==> config.mk <==
export PLATFORM = sky130hd
export DESIGN_NAME = accum_buf_sched
export DESIGN_NICKNAME = d
export VERILOG_FILES = /design/src/rtl/accum_buf_sched.sv
export SDC_FILE = /design/constraint.sdc
export NUM_CORES = 1
export LEC_CHECK = 0
export ABC_AREA = 1
export CORE_ASPECT_RATIO = 1.4
export CORE_MARGIN = 10
export CORE_UTILIZATION = 50
export DETAILED_ROUTE_END_ITERATION = 7
export PLACE_DENSITY_LB_ADDON = 0.25
export SETUP_SLACK_MARGIN = 0.4
export SLEW_MARGIN = 40
export SYNTH_ARGS = -nofsm -noshare
export SYNTH_HDL_FRONTEND = slang
export SYNTH_SLANG_ARGS = --single-unit
==> constraint.sdc <==
create_clock -name clk -period 5.1 [get_ports clk]
set_clock_uncertainty 0.2 [all_clocks]
set_input_delay 1.275 -clock clk [delete_from_list [all_inputs] [get_ports clk]]
set_output_delay 1.275 -clock clk [all_outputs]
set_load 0.02 [all_outputs]
==> src/rtl/accum_buf_sched.sv <==
// Scheduler for the per-column accumulator FIFOs below the systolic array:
// skewed push/pop enables during fill, optional handshaked drain to writeback.
module accum_buf_sched #(
   parameter int unsigned COLS  = 8,
   parameter int unsigned DEPTH = 8,
   parameter int unsigned CNT_W = $clog2(DEPTH) + 1
) (
   input  logic             clk,
   input  logic             rst,
   input  logic             start,
   input  logic [CNT_W-1:0] rows,
   input  logic             accumulate,
   input  logic             drain,
   input  logic             arr_valid,
   input  logic [COLS-1:0]  buf_full,
   input  logic [COLS-1:0]  buf_empty,
   output logic [COLS-1:0]  buf_wr_en,
   output logic [COLS-1:0]  buf_rd_en,
   output logic [COLS-1:0]  add_sel,
   output logic             out_valid,
   input  logic             out_ready,
   output logic             busy,
   output logic             done,
   output logic             err
);

   typedef enum logic [2:0] {
      S_PRIME,
      S_IDLE,
      S_FILL,
      S_DRAIN,
      S_DONE
   } state_t;

   localparam logic [CNT_W-1:0] ROWS_MAX = CNT_W'(DEPTH);

   state_t           state;
   state_t           state_nx;
   logic [CNT_W-1:0] rows_q;
   logic [CNT_W-1:0] seen_q;
   logic [CNT_W-1:0] drained_q;
   logic             acc_q;
   logic             drain_q;
   logic             err_q;
   logic [COLS-1:0]  v_q;

   logic             accept;
   logic             drain_pop;
   logic             fill_err;
   logic             drain_err;

   // A row enters the skew only while the tile still has rows outstanding.
   assign accept    = (state == S_FILL) && arr_valid && (seen_q < rows_q);
   assign drain_pop = (state == S_DRAIN) && !buf_empty[0] && out_ready;
   assign fill_err  = (state == S_FILL) &&
                      (|((buf_wr_en & buf_full & ~buf_rd_en) | (buf_rd_en & buf_empty)));
   assign drain_err = (state == S_DRAIN) && (buf_empty != {COLS{buf_empty[0]}});
   assign err       = err_q;

   always_ff @(posedge clk) begin
      if (rst) state <= S_PRIME;
      else     state <= state_nx;
   end

   always_comb begin
      state_nx = state;
      case (state)
         S_PRIME: state_nx = S_IDLE;
         S_IDLE: begin
            if (start) state_nx = (rows == '0) ? S_DONE : S_FILL;
         end
         S_FILL: begin
            if ((seen_q == rows_q) && (v_q == '0)) state_nx = drain_q ? S_DRAIN : S_DONE;
         end
         S_DRAIN: begin
            if (drain_pop && (drained_q == rows_q - CNT_W'(1))) state_nx = S_DONE;
         end
         S_DONE:  state_nx = S_IDLE;
         default: state_nx = S_PRIME;
      endcase
   end

   always_comb begin
      buf_wr_en = '0;
      buf_rd_en = '0;
      add_sel   = '0;
      out_valid = 1'b0;
      busy      = 1'b0;
      done      = 1'b0;
      case (state)
         // One blanket pop swallows the FIFOs' post-reset discard.
         S_PRIME: buf_rd_en = '1;
         S_FILL: begin
            buf_wr_en = v_q;
            buf_rd_en = v_q & {COLS{acc_q}};
            add_sel   = {COLS{acc_q}};
            busy      = 1'b1;
         end
         S_DRAIN: begin
            out_valid = !buf_empty[0];
            buf_rd_en = {COLS{drain_pop}};
            add_sel   = {COLS{acc_q}};
            busy      = 1'b1;
         end
         S_DONE: begin
            add_sel = {COLS{acc_q}};
            busy    = 1'b1;
            done    = 1'b1;
         end
         default: ;
      endcase
   end

   always_ff @(posedge clk) begin
      if (rst) begin
         rows_q    <= '0;
         seen_q    <= '0;
         drained_q <= '0;
         acc_q     <= 1'b0;
         drain_q   <= 1'b0;
         err_q     <= 1'b0;
         v_q       <= '0;
      end else begin
         v_q <= {v_q[COLS-2:0], accept};
         case (state)
            S_IDLE: begin
               if (start) begin
                  rows_q    <= (rows > ROWS_MAX) ? ROWS_MAX : rows;
                  acc_q     <= accumulate;
                  drain_q   <= drain;
                  err_q     <= (rows > ROWS_MAX);
                  seen_q    <= '0;
                  drained_q <= '0;
               end
            end
            S_FILL: begin
               if (accept)   seen_q <= seen_q + CNT_W'(1);
               if (fill_err) err_q  <= 1'b1;
            end
            S_DRAIN: begin
               if (drain_pop) drained_q <= drained_q + CNT_W'(1);
               if (drain_err) err_q     <= 1'b1;
            end
            default: ;
         endcase
      end
   end

endmodule

==> results of run 1 <==
-- final timing paths --
path                              startpoint           end  slack [ns]  depth (start not counted)
worst max-delay path            buf_empty[0]  buf_rd_en[3]        0.70                          7
worst min-delay path               rows_q[1]     rows_q[1]        0.28                          2
worst max register to register      state[2]           err        2.92                         12
worst min register to register     rows_q[1]     rows_q[1]        0.28                          2
-- through the flow --
stage                     instances  hold slack, ns  setup WS, ns  area (sq um)
after floorplan                 267          0.2379         1.754          1782
after global placement          350          0.2547        0.7420          2292
after detailed placement        350          0.2601        0.7155          2292
after CTS                       353          0.2731        0.7121          2333
after global routing            353          0.3115        0.6040          2333
final                           353          0.2785        0.7037          2333
-- flip-flops by register name, indices dropped and copies added, names as in the netlist --
name and count:
seen_q 4, acc_q 1, drain_q 1, rows_q 4, err 1, drained_q 4, state 3, v_q 8
-- worst max-delay path: stages --
cell             delay, ns
clkdlybuf4s50_1       0.49
inv_1                 0.13
nand3_4               0.17
nand2_2               0.11
inv_2                 0.06
nand2_2               0.08
clkdlybuf4s50_1       0.61
-- final cells by class --
cell class	count	share of cell area [%]
Multi-Input combinational cell	189	44.02
Timing Repair Buffer	54	23.16
Sequential cell	26	22.31
Inverter	41	6.595
Tap cell	40	2.145
Clock buffer	3	1.769
-- power breakdown --
group	switching (mW)	internal (mW)	leakage (nW)
sequential	0.0430	0.237	0.211
combinational	0.390	0.274	0.761
clock	0.0608	0.0530	0.0216
-- layer usage --
metal | track usage [%] | vias to the layer above
met4 | 6.601 | 0
met2 | 25.45 | 49
li1 | - | 940
met5 | 0 | -
met3 | 3.520 | 9
met1 | 15.79 | 783
-- placed cells by master (no fill, tap or decap), drive strengths merged, types with 4 or more instances in the layout --
cell,synthesis,final
clkdlybuf4s50,0,54
nand2,51,51
nor2,50,50
inv,39,39
dfxtp,26,26
nand3,25,25
a21oi,15,15
o21ai,9,9
nor3,7,7
ha,7,7
and3,4,4
-- logic make-up after synthesis --
family,count (synthesis)
buf+inv,52
flops,26
simple gates,146
xor+xnor,6
compound gates,30
fa+ha+maj,7
==> run_results.csv, run 1 <==
group,metric,value,unit
routing,wl_met2,2303,um
sta,min_period,4.396,ns
global_routing,grt_pass1_vias,1780,
logic_synthesis,synth-edff-count,0,
routing,met3WireLength,287,um
sta,rsz0062_at_grt,"false",
finish,nNetsFinal,349,
worst_setup_path,cp.required,3.62,ns
routing,drt-initial-drc-count,70,
floorplan,design.core.area,3410,sq um
logic_synthesis,synthFlopType,"dfxtp_1",
sta,tightest_slew,0.5504,ns
worst_setup_path,critPathMaxFanout,10,
global_routing,grt_max_degree,16,
routing,m1WireLength,1906,um
logic_synthesis,yosys.area_share.simple,40.31,%
finish,final_util,68.44,%
global_routing,antenna_found_initial,0,
clock_network,htreeDepth,1,
clock_network,postCtsSetupBuffers,0,
floorplan,die_h,90.63,um
worst_setup_path,critPathCaptureType,"output pin",
logic_synthesis,synth_top_area_share,29.21,%
sta,fmax,0.2275,GHz
clock_network,cts.path.max_buffers,2,
logic_synthesis,synthAdderAreaFrac,4.916,%
logic_synthesis,synth_compound_area_share,9.480,%
logic_synthesis,synth_fp_nets,301,
logic_synthesis,yosysUniqueCellTypes,35,
placement,gp_congestion,0.9183,
flow_run,maxCapViolCount,0,
clock_network,numCtsBuffers,3,
worst_hold_path,hold_class,"flop to flop",
routing,route.vias.total,1781,
routing,drc,0,
logic_synthesis,synth_top_cell_by_area,"dfxtp_1",
finish,n_antenna_cell,0,
logic_synthesis,synth_area,1782,sq um
logic_synthesis,seq_area_frac_synth,29.21,%
floorplan,num_rows,25,
floorplan,die_width,70.45,um
sta,relSlewSlack,63.19,%
clock_network,ctsResizeCount,0,
worst_setup_path,criticalPathCategory,"primary input to output pin",
power,p_per_area,453.5,nW/um^2
clock_network,clockRootBuffer,"clkbuf_8",
clock_network,postCtsHoldBufs,0,
power,ir_drop,0.0003003,V
worst_setup_path,crit_arrival,2.92,ns
routing,antenna_left,0,
sta,slew_violations,0,
logic_synthesis,synthesis.area_per_instance,6.673,sq um
finish,area_delta_synth_final,30.97,%
logic_synthesis,synth-warning-count,0,
routing,routed.top_layer,"met4",
logic_synthesis,ys_seq_elements,26,
logic_synthesis,muxShareOfSynthArea,0,%
finish,fillers,319,
placement,hpwl,3853,um
worst_setup_path,crit_path_start_kind,"primary input",
routing,wl,4621,um
logic_synthesis,synth_top_family_by_area,"simple AND/OR/NAND/NOR gates",
power,leakagePower,0.9941,nW
global_routing,grt_pass1_wl,7948,um
finish,multi_input_area,1027,sq um
routing,drt_first_pass_iters,4,
floorplan,initial_utilization,52.26,%
routing,vias_per_cell,5.045,
global_routing,grt_overflow,0,
logic_synthesis,synth_xor_area_share,2.949,%
logic_synthesis,synthArstFlopShare,0,%
finish,final_layout_size_suffix_gt1_share,9.585,%
logic_synthesis,synthCells,267,
sta,finalHoldViolations,0,
sta,final-setup-viol-count,0,
clock_network,clkLatencyLatePin,0.27,ns
logic_synthesis,synthTopCellsByArea,"dfxtp_1 (29%), nand2_1 (9.5%), nor2_1 (9.3%), inv_1 (7.4%), ha_1 (4.9%)",
global_routing,grt_util_all_layers,14.53,%
logic_synthesis,synth_common_cells,"nand2_1 (45), nor2_1 (44), inv_1 (35)",
clock_network,tritoncts,"yes",
finish,seq_area,520.5,sq um
power,total_power,1.058,mW
placement,port_buffers,54,
status,status,"completed",
sta,tns,0,ns
floorplan,ios,55,
logic_synthesis,synth.most_common_cell,"nand2_1",
clock_network,clkSinkCount,26,
clock_network,clk_pin_slew,0.08,ns
sta,fin_crit_sh,86.20,%
routing,wl_per_cell,13.09,um
floorplan,die_area,6385,sq um
Power figures use the tool's default switching activity.
==> run 2: changes to the inputs <==
--- a/config.mk
+++ b/config.mk
@@ -8,7 +8,8 @@
 export ABC_AREA = 1
 export CORE_ASPECT_RATIO = 1.4
 export CORE_MARGIN = 10
-export CORE_UTILIZATION = 50
+export CORE_UTILIZATION = 45
+export CTS_CLUSTER_SIZE = 16
 export DETAILED_ROUTE_END_ITERATION = 7
 export PLACE_DENSITY_LB_ADDON = 0.25
 export SETUP_SLACK_MARGIN = 0.4
==> run_results.csv, run 2 (synthesis results as in run 1) <==
group,metric,value,unit
status,status,"completed",
finish,nNetsFinal,349,
finish,seq_area,520.5,sq um
power,leakagePower,1.001,nW
routing,antenna_left,0,
sta,min_period,4.379,ns
worst_setup_path,cp.required,3.62,ns
routing,wl,4654,um
worst_setup_path,crit_path_start_kind,"primary input",
worst_setup_path,cpPeakStageDelay,0.61,ns
finish,final_layout_size_suffix_gt1_share,9.873,%
sta,timing.final.ws_setup,0.7209,ns
worst_setup_path,criticalPathCategory,"primary input to output pin",
clock_network,htreeDepth,1,
worst_setup_path,crit_chain,"clkdlybuf4s50_1 -> inv_1 -> nand3_4 -> nand2_2 -> inv_2 -> nand2_2 -> clkdlybuf4s50_1",
floorplan,num_rows,27,
sta,fmax,0.2284,GHz
routing,drc,0,
placement,port_buffers,54,
global_routing,antenna_found_initial,0,
placement,pre_cts_ws,0.7092,ns
routing,drt_first_pass_iters,5,
finish,area_delta_synth_final,31.95,%
clock_network,clockRootBuffer,"clkbuf_8",
sta,fin_crit_sh,85.86,%
clock_network,postCtsSetupBuffers,0,
power,p_per_area,457.4,nW/um^2
clock_network,numCtsBuffers,3,
floorplan,initial_utilization,45.86,%
flow_run,maxCapViolCount,0,
global_routing,grt_max_degree,16,
worst_setup_path,critPathCaptureType,"output pin",
floorplan,die_area,6912,sq um
global_routing,grt_overflow,0,
finish,n_antenna_cell,0,
placement,dp_cells,353,
sta,relSlewSlack,61.92,%
sta,slew_violations,0,
power,ir_drop,0.0003414,V
floorplan,design.core.area,3885,sq um
sta,rsz0062_at_grt,"false",
finish,layout.cells.non_filler,357,
routing,vias_per_cell,5.059,
clock_network,clkLatencyLatePin,0.27,ns
clock_network,clk_pin_slew,0.08,ns
sta,tns,0,ns
global_routing,grt_pass1_wl,7962,um
clock_network,postCtsHoldBufs,0,
worst_setup_path,crit_buf_inv,4,
worst_hold_path,hold_class,"flop to flop",
global_routing,grt_util_all_layers,13.78,%
floorplan,die_h,94.45,um
worst_setup_path,slowest_stage,"clkdlybuf4s50_1",
finish,multi_input_area,1027,sq um
floorplan,die_width,73.18,um
finish,final_cell_mix,"clkdlybuf4s50_1 (54), nand2_1 (45), nor2_1 (44), inv_1 (35), dfxtp_1 (26)",
finish,largest_reg_flops,8,
finish,fillers,371,
placement,hpwl,3913,um
routing,wl_per_cell,13.04,um
clock_network,clkSinkCount,26,
worst_setup_path,path_delay_family,"buffers and inverters",
worst_setup_path,critPathMaxFanout,10,
routing,route.vias.total,1806,
placement,gp_congestion,0.8492,
finish,top_register,"v_q",
sta,tightest_slew,0.5694,ns
worst_setup_path,crit_arrival,2.90,ns
floorplan,ios,55,
clock_network,cts.path.max_buffers,2,
finish,mostFrequentLayoutCell,"clkdlybuf4s50_1",
clock_network,ctsResizeCount,0,
routing,drt-initial-drc-count,91,
clock_network,tritoncts,"yes",
sta,final-setup-viol-count,0,
sta,finalHoldViolations,0,
global_routing,grt_pass1_vias,1834,
==> run 2: cell type report <==
type	instances	area share (%)
inverter	41	6.546
timing repair buffer	54	22.99
tap	43	2.288
sequential	26	22.14
clock buffer	4	2.342
multi-input combinational	189	43.69
==> run 2: worst paths after layout <==
| check | start | end | slack, ns | cells after the start |
|---|---|---|---|---|
| setup reg to reg | state[2] | err | 2.94 | 12 |
| hold / removal | rows_q[1] | rows_q[1] | 0.27 | 2 |
| setup / recovery | buf_empty[0] | buf_rd_en[3] | 0.72 | 7 |
| hold reg to reg | rows_q[1] | rows_q[1] | 0.27 | 2 |
==> run 2: routing by layer <==
layer  track usage, %  vias up  routed length [um]
li1                 -      944                   -
met1            14.43      796                1890
met2            25.93       58                2377
met3            2.938        8                 320
met4            4.603        0                  66
met5                0        -                   0
==> run 2: metrics by stage <==
stage | hold slack, ns | utilization, % | power (mW) | instance area [sq um]
after floorplan | 0.2379 | - | 0.7262 | 1782
after global placement | 0.2556 | 59.10 | 0.9435 | 2296
after detailed placement | 0.2620 | 59.10 | 0.9549 | 2296
after CTS | 0.2751 | 60.52 | 1.085 | 2351
after global routing | 0.3045 | 60.52 | 1.169 | 2351
final | 0.2729 | 60.52 | 1.075 | 2351
==> run 2: worst reg2reg max path, cell delays in order (launching register included) <==
cell and delay [ns]:
dfxtp_1 0.37, inv_2 0.12, nand2_4 0.07, nor2_2 0.43
nand2_1 0.13, nand3_2 0.12, nor2_1 0.05, nor2_1 0.11
nand2_1 0.06, nor2_1 0.08, nand3_1 0.12, a21oi_1 0.15
nor2_1 0.06
==> run 2: report_power, final <==
group          internal, mW  switching, mW  total [mW]
clock                0.0689         0.0610       0.130
sequential            0.237         0.0437       0.281
combinational         0.275          0.390       0.665
==> run 3: changes to the inputs <==
--- a/config.mk
+++ b/config.mk
@@ -12,6 +12,7 @@
 export CTS_CLUSTER_SIZE = 16
 export DETAILED_ROUTE_END_ITERATION = 7
 export PLACE_DENSITY_LB_ADDON = 0.25
+export REMOVE_ABC_BUFFERS = 1
 export SETUP_SLACK_MARGIN = 0.4
 export SLEW_MARGIN = 40
 export SYNTH_ARGS = -nofsm -noshare
==> run_results.csv, run 3 (synthesis results as in run 1) <==
group,metric,value,unit
worst_setup_path,cp.required,3.62,ns
global_routing,grt_pass1_vias,1828,
sta,fmax,0.2277,GHz
floorplan,num_rows,27,
floorplan,die_area,6912,sq um
worst_setup_path,r2r_cells,12,
floorplan,die_width,73.18,um
routing,drc,0,
sta,fin_crit_sh,86.13,%
floorplan,ios,55,
finish,top_register,"v_q",
finish,final_layout_size_suffix_gt1_share,9.873,%
worst_setup_path,rr_endpoint,"err",
clock_network,cts.path.max_buffers,2,
global_routing,grt_max_degree,16,
worst_setup_path,critPathCaptureType,"output pin",
clock_network,tritoncts,"yes",
sta,relSlewSlack,63.23,%
clock_network,htreeDepth,1,
clock_network,clockRootBuffer,"clkbuf_8",
worst_setup_path,crit_arrival,2.92,ns
worst_setup_path,startpoint,"buf_empty[0]",
finish,nNetsFinal,349,
clock_network,ctsResizeCount,0,
worst_hold_path,hold_class,"flop to flop",
routing,route.vias.total,1819,
power,leakagePower,1.008,nW
finish,final_cell_mix,"clkdlybuf4s50_1 (54), nand2_1 (45), nor2_1 (44), inv_1 (35), dfxtp_1 (26)",
routing,antenna_left,0,
worst_setup_path,crit_end,"buf_rd_en[3]",
worst_setup_path,r2r_setup_slack,2.89,ns
power,p_per_area,474.2,nW/um^2
sta,tns,0,ns
global_routing,grt_overflow,0,
clock_network,postCtsSetupBuffers,0,
sta,min_period,4.393,ns
worst_hold_path,hold_path.startpoint,"rows_q[1]",
routing,vias_per_cell,5.095,
floorplan,initial_utilization,45.86,%
flow_run,maxCapViolCount,0,
worst_setup_path,crit_path_start_kind,"primary input",
placement,placed_cell_area,2296,sq um
sta,slew_violations,0,
routing,wl,4726,um
routing,drt_first_pass_iters,4,
status,status,"completed",
sta,tightest_slew,0.5510,ns
routing,drt-initial-drc-count,62,
clock_network,clk_pin_slew,0.09,ns
floorplan,die_h,94.45,um
sta,final-setup-viol-count,0,
worst_setup_path,critPathMaxFanout,10,
power,ir_drop,0.0003401,V
finish,mostFrequentLayoutCell,"clkdlybuf4s50_1",
floorplan,design.core.area,3885,sq um
global_routing,grt_util_all_layers,13.70,%
sta,rsz0062_at_grt,"false",
placement,hpwl,3944,um
finish,n_antenna_cell,0,
clock_network,clkSinkCount,26,
placement,port_buffers,54,
sta,timing.final.ws_setup,0.7075,ns
clock_network,numCtsBuffers,3,
global_routing,antenna_found_initial,0,
finish,largest_reg_flops,8,
worst_setup_path,r2r_start,"state[2]",
global_routing,grt_pass1_wl,7852,um
clock_network,postCtsHoldBufs,0,
finish,area_delta_synth_final,32.87,%
clock_network,clkLatencyLatePin,0.28,ns
placement,gp_congestion,0.8443,
finish,fin_area,2367,sq um
worst_setup_path,criticalPathCategory,"primary input to output pin",
routing,wl_per_cell,13.24,um
placement,pre_cts_ws,0.7102,ns
sta,finalHoldViolations,0,
-- run 3: final cells by class --
class                           instances  area [sq um]
Clock inverter                          1         30.03
Clock buffer                            3         41.29
Sequential cell                        26         520.5
Tap cell                               43         53.80
Fill cell                             387          1518
Multi-Input combinational cell        189          1027
Inverter                               41         153.9
Timing Repair Buffer                   54         540.5
-- run 3: per-stage QoR --
stage / std cells / total power, mW / hold slack, ns / util, %
after CTS: 357 / 1.127 / 0.2694 / 60.93
after global placement: 353 / 0.9469 / 0.2524 / 59.10
after detailed placement: 353 / 0.9582 / 0.2554 / 59.10
final: 357 / 1.123 / 0.2702 / 60.93
after global routing: 357 / 1.208 / 0.3116 / 60.93
after floorplan: 256 / 0.7039 / 0.2376 / -
-- run 3: worst min path at each step --
stage,to,slack (ns),cells past startpoint
floorplan,v_q[3],0.24,2
global placement,rows_q[1],0.25,2
detailed placement,rows_q[1],0.26,2
CTS,rows_q[1],0.27,2
global route,rows_q[1],0.31,2
finish,rows_q[1],0.27,2
-- run 3: where the power goes --
group	internal [mW]	switching [mW]
Clock	0.105	0.0661
Combinational	0.275	0.396
Sequential	0.237	0.0434
-- run 3: worst max-delay path, cell delays in order --
cell and delay, ns:
clkdlybuf4s50_1 0.49, inv_1 0.13, nand3_4 0.16, nand2_2 0.11, inv_2 0.06, nand2_2 0.08
clkdlybuf4s50_1 0.61
-- run 3: metal layers --
metal / wire length, um / global-route usage, % / vias up
met1: 1955 / 14.06 / 809
met2: 2402 / 26.22 / 55
met5: 0 / 0 / -
met3: 293 / 2.833 / 7
met4: 74 / 4.444 / 0
li1: - / - / 948
